$ cat src/rtl/display_pkg.sv
// Shared types and constants for the display request arbiter.
// Holds the FSM state encoding and the round-robin pointer wrap helper.
package display_pkg;

    localparam int DISP_W    = 32;
    localparam int REQ_IDX_W = 3;

    typedef enum logic [1:0] {
        IDLE = 2'd0,
        OWN  = 2'd1,
        GAP  = 2'd2
    } arb_state_e;

    // Next round-robin start index after idx, wrapping at n requesters.
    function automatic logic [REQ_IDX_W-1:0] wrap_inc(input logic [REQ_IDX_W-1:0] idx,
                                                      input int n);
        logic [REQ_IDX_W-1:0] nxt;
        if (idx == REQ_IDX_W'(n - 1)) begin
            nxt = {REQ_IDX_W{1'b0}};
        end else begin
            nxt = idx + REQ_IDX_W'(1);
        end
        return nxt;
    endfunction

endpackage

$ cat src/rtl/rr_pick.sv
// Combinational round-robin picker: first set request at or after ptr, wrapping.
// Produces the one-hot winner, its index and an any-request flag.
module rr_pick
    import display_pkg::*;
#(
    parameter int NUM_REQ = 4
) (
    input  logic [NUM_REQ-1:0]   req,
    input  logic [REQ_IDX_W-1:0] ptr,
    output logic [NUM_REQ-1:0]   win_oh,
    output logic [REQ_IDX_W-1:0] win_idx,
    output logic                 any
);

    // Scan priority slots k = 0..NUM_REQ-1 starting from ptr; first hit wins.
    always_comb begin : pick
        logic hit_s;
        win_oh  = {NUM_REQ{1'b0}};
        win_idx = {REQ_IDX_W{1'b0}};
        any     = 1'b0;
        hit_s   = 1'b0;
        for (int k = 0; k < NUM_REQ; k++) begin
            for (int i = 0; i < NUM_REQ; i++) begin
                hit_s     = !any && req[i] && (i == ((int'(ptr) + k) % NUM_REQ));
                win_oh[i] = win_oh[i] | hit_s;
                win_idx   = hit_s ? REQ_IDX_W'(i) : win_idx;
                any       = any | hit_s;
            end
        end
    end

endmodule

$ cat src/rtl/display_request_arbiter.sv
// Round-robin owner arbitration for the shared seven-segment display, with a
// minimum hold per grant and a one-cycle blank gap between owners.
module display_request_arbiter
    import display_pkg::*;
#(
    parameter int                NUM_REQ     = 4,
    parameter int                HOLD_CYCLES = 1024,
    parameter logic [DISP_W-1:0] IDLE_VALUE  = 32'h0
) (
    input  logic                      clk,
    input  logic                      rst_n,
    input  logic [NUM_REQ-1:0]        req,
    input  logic [DISP_W*NUM_REQ-1:0] value,
    output logic [NUM_REQ-1:0]        grant,
    output logic [REQ_IDX_W-1:0]      owner_id,
    output logic                      busy,
    output logic [DISP_W-1:0]         number
);

    localparam int                HOLD_W   = $clog2(HOLD_CYCLES + 1);
    localparam logic [HOLD_W-1:0] HOLD_MAX = HOLD_W'(HOLD_CYCLES);

    arb_state_e             state_r, state_s;
    logic [NUM_REQ-1:0]     grant_r, grant_s;
    logic [REQ_IDX_W-1:0]   owner_r, owner_s;
    logic                   busy_r, busy_s;
    logic [DISP_W-1:0]      number_r, number_s;
    logic [HOLD_W-1:0]      hold_r, hold_s;
    logic [REQ_IDX_W-1:0]   ptr_r, ptr_s;

    logic [NUM_REQ-1:0]     pick_oh_s;
    logic [REQ_IDX_W-1:0]   pick_idx_s;
    logic                   pick_any_s;
    logic [DISP_W-1:0]      owner_val_s;
    logic                   owner_req_s;
    logic                   others_req_s;
    logic                   held_s;

    rr_pick #(
        .NUM_REQ (NUM_REQ)
    ) u_rr_pick (
        .req     (req),
        .ptr     (ptr_r),
        .win_oh  (pick_oh_s),
        .win_idx (pick_idx_s),
        .any     (pick_any_s)
    );

    // Owner status and value slice, selected by the one-hot grant.
    always_comb begin
        owner_val_s = {DISP_W{1'b0}};
        for (int i = 0; i < NUM_REQ; i++) begin
            owner_val_s = grant_r[i] ? value[i*DISP_W +: DISP_W] : owner_val_s;
        end
        owner_req_s  = |(req & grant_r);
        others_req_s = |(req & ~grant_r);
        held_s       = (hold_r == HOLD_MAX);
    end

    // Next-state and next-output logic for the IDLE/OWN/GAP arbiter.
    always_comb begin
        state_s  = state_r;
        grant_s  = grant_r;
        owner_s  = owner_r;
        busy_s   = busy_r;
        number_s = number_r;
        hold_s   = hold_r;
        ptr_s    = ptr_r;
        case (state_r)
            IDLE, GAP: begin
                if (pick_any_s) begin
                    state_s  = OWN;
                    grant_s  = pick_oh_s;
                    owner_s  = pick_idx_s;
                    busy_s   = 1'b1;
                    hold_s   = {HOLD_W{1'b0}};
                    ptr_s    = wrap_inc(pick_idx_s, NUM_REQ);
                    number_s = IDLE_VALUE;
                end else begin
                    state_s  = IDLE;
                    grant_s  = {NUM_REQ{1'b0}};
                    busy_s   = 1'b0;
                    number_s = IDLE_VALUE;
                end
            end
            OWN: begin
                // Early release is always honoured; preemption only once held.
                if (!owner_req_s || (held_s && others_req_s)) begin
                    state_s  = GAP;
                    grant_s  = {NUM_REQ{1'b0}};
                    busy_s   = 1'b0;
                    number_s = IDLE_VALUE;
                end else begin
                    number_s = owner_val_s;
                    hold_s   = held_s ? hold_r : hold_r + HOLD_W'(1);
                end
            end
            default: begin
                state_s  = IDLE;
                grant_s  = {NUM_REQ{1'b0}};
                busy_s   = 1'b0;
                number_s = IDLE_VALUE;
                hold_s   = {HOLD_W{1'b0}};
            end
        endcase
    end

    // State, counter, pointer and output registers.
    always_ff @(posedge clk or negedge rst_n) begin
        if (!rst_n) begin
            state_r  <= IDLE;
            grant_r  <= {NUM_REQ{1'b0}};
            owner_r  <= {REQ_IDX_W{1'b0}};
            busy_r   <= 1'b0;
            number_r <= IDLE_VALUE;
            hold_r   <= {HOLD_W{1'b0}};
            ptr_r    <= {REQ_IDX_W{1'b0}};
        end else begin
            state_r  <= state_s;
            grant_r  <= grant_s;
            owner_r  <= owner_s;
            busy_r   <= busy_s;
            number_r <= number_s;
            hold_r   <= hold_s;
            ptr_r    <= ptr_s;
        end
    end

    assign grant    = grant_r;
    assign owner_id = owner_r;
    assign busy     = busy_r;
    assign number   = number_r;

endmodule
$ cat config.mk
export PLATFORM = sky130hd
export DESIGN_NAME = display_request_arbiter
export DESIGN_NICKNAME = d
export VERILOG_FILES = /design/src/rtl/display_pkg.sv /design/src/rtl/rr_pick.sv /design/src/rtl/display_request_arbiter.sv
export SDC_FILE = /design/constraint.sdc
export NUM_CORES = 1
export LEC_CHECK = 0
export BUFFER_PORTS_ARGS = -buffer_cell sky130_fd_sc_hd__buf_2
export CELL_PAD_IN_SITES_DETAIL_PLACEMENT = 0
export CELL_PAD_IN_SITES_GLOBAL_PLACEMENT = 1
export CORE_ASPECT_RATIO = 0.9
export CORE_MARGIN = 1.5
export CORE_UTILIZATION = 30
export CTS_BUF_LIST = sky130_fd_sc_hd__clkbuf_8 sky130_fd_sc_hd__clkbuf_16
export DETAILED_ROUTE_END_ITERATION = 6
export PLACE_DENSITY_LB_ADDON = 0.1
export SLEW_MARGIN = 25
export SYNTH_ARGS = -nofsm -noshare
export SYNTH_HDL_FRONTEND = slang
export SYNTH_HIERARCHICAL = 1
export SYNTH_SLANG_ARGS = --single-unit
export TNS_END_PERCENT = 30
$ cat constraint.sdc
create_clock -name clk -period 1.9 [get_ports clk]
set_input_delay 0 -clock clk [delete_from_list [all_inputs] [get_ports clk]]
set_output_delay 0 -clock clk [all_outputs]
set_load 0.005 [all_outputs]
==> reports/results.txt <==
Initial Utilization -> 0.313
Area Growth Syn to Fin -> 44.8%
Hold_ws -> 0.0477 ns
Max-cap viol count -> 0
I/O Buffers -> 173
Share of cells above drive strength 1 -> 0.399
Sw Pwr -> 1.98 mW
Die area -> 0.0121 mm2
Comb pwr share -> 0.496
Rel. slew slack -> 0.447
Max clock buf depth -> 2
Post-Route WL -> 10900 um
Sequential share of power -> 0.299
Maximum clock frequency -> 0.560 GHz
Crit. End Element -> flip-flop
Final core occ -> 0.454
Sw Share -> 0.388
Final Hold Fails -> 0
Reg-to-reg critical path endpoint -> hold_r[9]
Mapped cell area -> 0.00344 mm2
Unrepaired setup endpoints after global routing -> false
Clock Sink Count -> 55
CTS tree -> yes
Initial antenna violation count -> 0
Antenna diodes -> 0
Avg WL per Cell -> 15.0 um
WS Path Type -> reg2reg
Die W -> 116 um
Pwr/cell area -> 1030 mW/mm2
CP startpoint kind -> flip-flop
DP Worst Slack -> 0.0343 ns
Total grt overflow -> 0
Max H-tree Level -> 2
Setup slack, reg-to-reg -> 0.11 ns
Mean area per synthesized cell -> 9.04 um2
Vias in the first global route -> 3644
Clock network latency to the later pin of the worst-skew pair -> 0.29 ns
Top Ports -> 174
Peak supply drop -> 454 uV
Routed Antenna Nets -> 0
Cells after DPL -> 688
Clock share of power -> 0.205
CP max FO -> 6
Final setup viols -> 0
Syn Inst Count -> 381
Total GRT Usage -> 0.185
Vias -> 3633
Reg2Reg Depth -> 7
Clock transition at path regs -> 0.07 ns
Sequential cell area -> 0.00138 mm2
Hold Crit Start -> value[93]
Total CTS buffers -> 5
Post-Layout Cell Count -> 729
Die Span Y -> 105 um
Status -> completed
Int Pwr -> 3.13 mW
Crit path required time -> 2.09 ns
Synth Net Count -> 518
Detailed Route Iter0 Violations -> 116
Row cnt -> 36
CTS Root Cell -> clkbuf_16
Core area -> 0.0110 mm2
First-pass GRT wire length -> 17900 um
Crit share post-route -> 0.940
Hold Path Class -> in2reg
Setup_tns -> 0 ns
Final worst setup slack -> 0.114 ns
Slew @ Worst Pin -> 0.829 ns
CP arrival -> 1.97 ns
HPWL after DPL -> 7950 um
Drt first pass iters -> 4
Final Skew -> 0.00453 ns
Min cycle time layout -> 1.79 ns
Pin count of the biggest net entering global routing -> 66
Residual DRC -> 0
RR Startpoint -> hold_r[0]
Leakage -> 2.47 nW
Synth warn -> 6
Final nets -> 713
Footprint of the multi-input gates -> 0.00173 mm2
Slew Limit Fails -> 0
Via density -> 4.98
Number of setup buffers added after CTS -> 0
Fillers -> 1136
Routability cong. -> 0.784
WHS Endpoint -> number[29]
Hold path depth -> 4
[cells in the final DEF, fill, tap and decap left out, drive strengths merged, types with 4 or more instances in the layout]
cell / count
a211o: 33
a21oi: 39
a221oi: 31
a22oi: 5
a32o: 4
buf: 190
clkbuf: 5
dfrtp: 55
dlygate4sd3: 33
inv: 43
mux2i: 4
nand2: 49
nand2b: 6
nand3: 4
nor2: 10
nor2b: 4
nor4: 4
o21ai: 11
o2bb2ai: 4
[worst max path at each step]
stage,from,end,slack (ns)
3_5_place_dp,hold_r[5],grant[0],0.03
4_1_cts,hold_r[5],grant[0],0.01
5_1_grt,hold_r[1],grant[0],0.02
2_1_floorplan,hold_r[0],number[3],0.12
6_report,hold_r[0],hold_r[9],0.11
3_3_place_gp,hold_r[5],grant[2],0.13
[layout make-up]
| class | count | area share |
|---|---|---|
| Tap cell | 152 | 0.0381 |
| Clock buffer | 5 | 0.0251 |
| Timing Repair Buffer | 223 | 0.273 |
| Clock inverter | 3 | 0.00878 |
| Inverter | 43 | 0.0324 |
| Multi-Input combinational cell | 248 | 0.346 |
| Sequential cell | 55 | 0.277 |
[worst max-delay path, stage by stage, from the launching register on]
cell and delay, ns:
dfrtp_1 0.35, inv_1 0.05, ha_1 0.19, nor4b_2 0.16
and3_1 0.20, buf_4 0.16, o31a_2 0.39, a21o_1 0.19
[stage by stage]
stage          instance area [um2]  total power [mW]
2_1_floorplan                 3440              3.28
3_3_place_gp                  4470              4.05
3_5_place_dp                  4470              4.06
4_1_cts                       4970              5.19
5_1_grt                       4990              5.52
6_report                      4990              5.12
[power groups by stage]
stage                     clock [mW]  combinational (mW)  sequential, mW
final                           1.05                2.54            1.53
after global routing            1.14                2.83            1.55
after CTS                       1.08                2.57            1.53
after detailed placement           0                2.50            1.55
after global placement             0                2.50            1.55
after floorplan                    0                1.76            1.52
[sequential cells by signal, indices dropped and copies added, names as in the netlist]
name and cells:
busy 1, hold_r 11, grant 4, ptr_r 2, state_r 2, owner_id 3, number 32
[repair_timing]
item | CTS | global route
hold buffers | 33 | 0
setup endpoints to repair | 0 | 16
resized for setup | 0 | 2
hold endpoints to repair | 65 | 0
[per-layer routing]
layer,GRT usage,part of all wire,up-vias
met5,0,0,-
li1,-,-,1776
met1,0.231,0.43,1740
met2,0.315,0.50,104
met3,0.0522,0.063,13
met4,0.0436,0.015,0
Note: power is estimated with default switching activity, not from simulation.
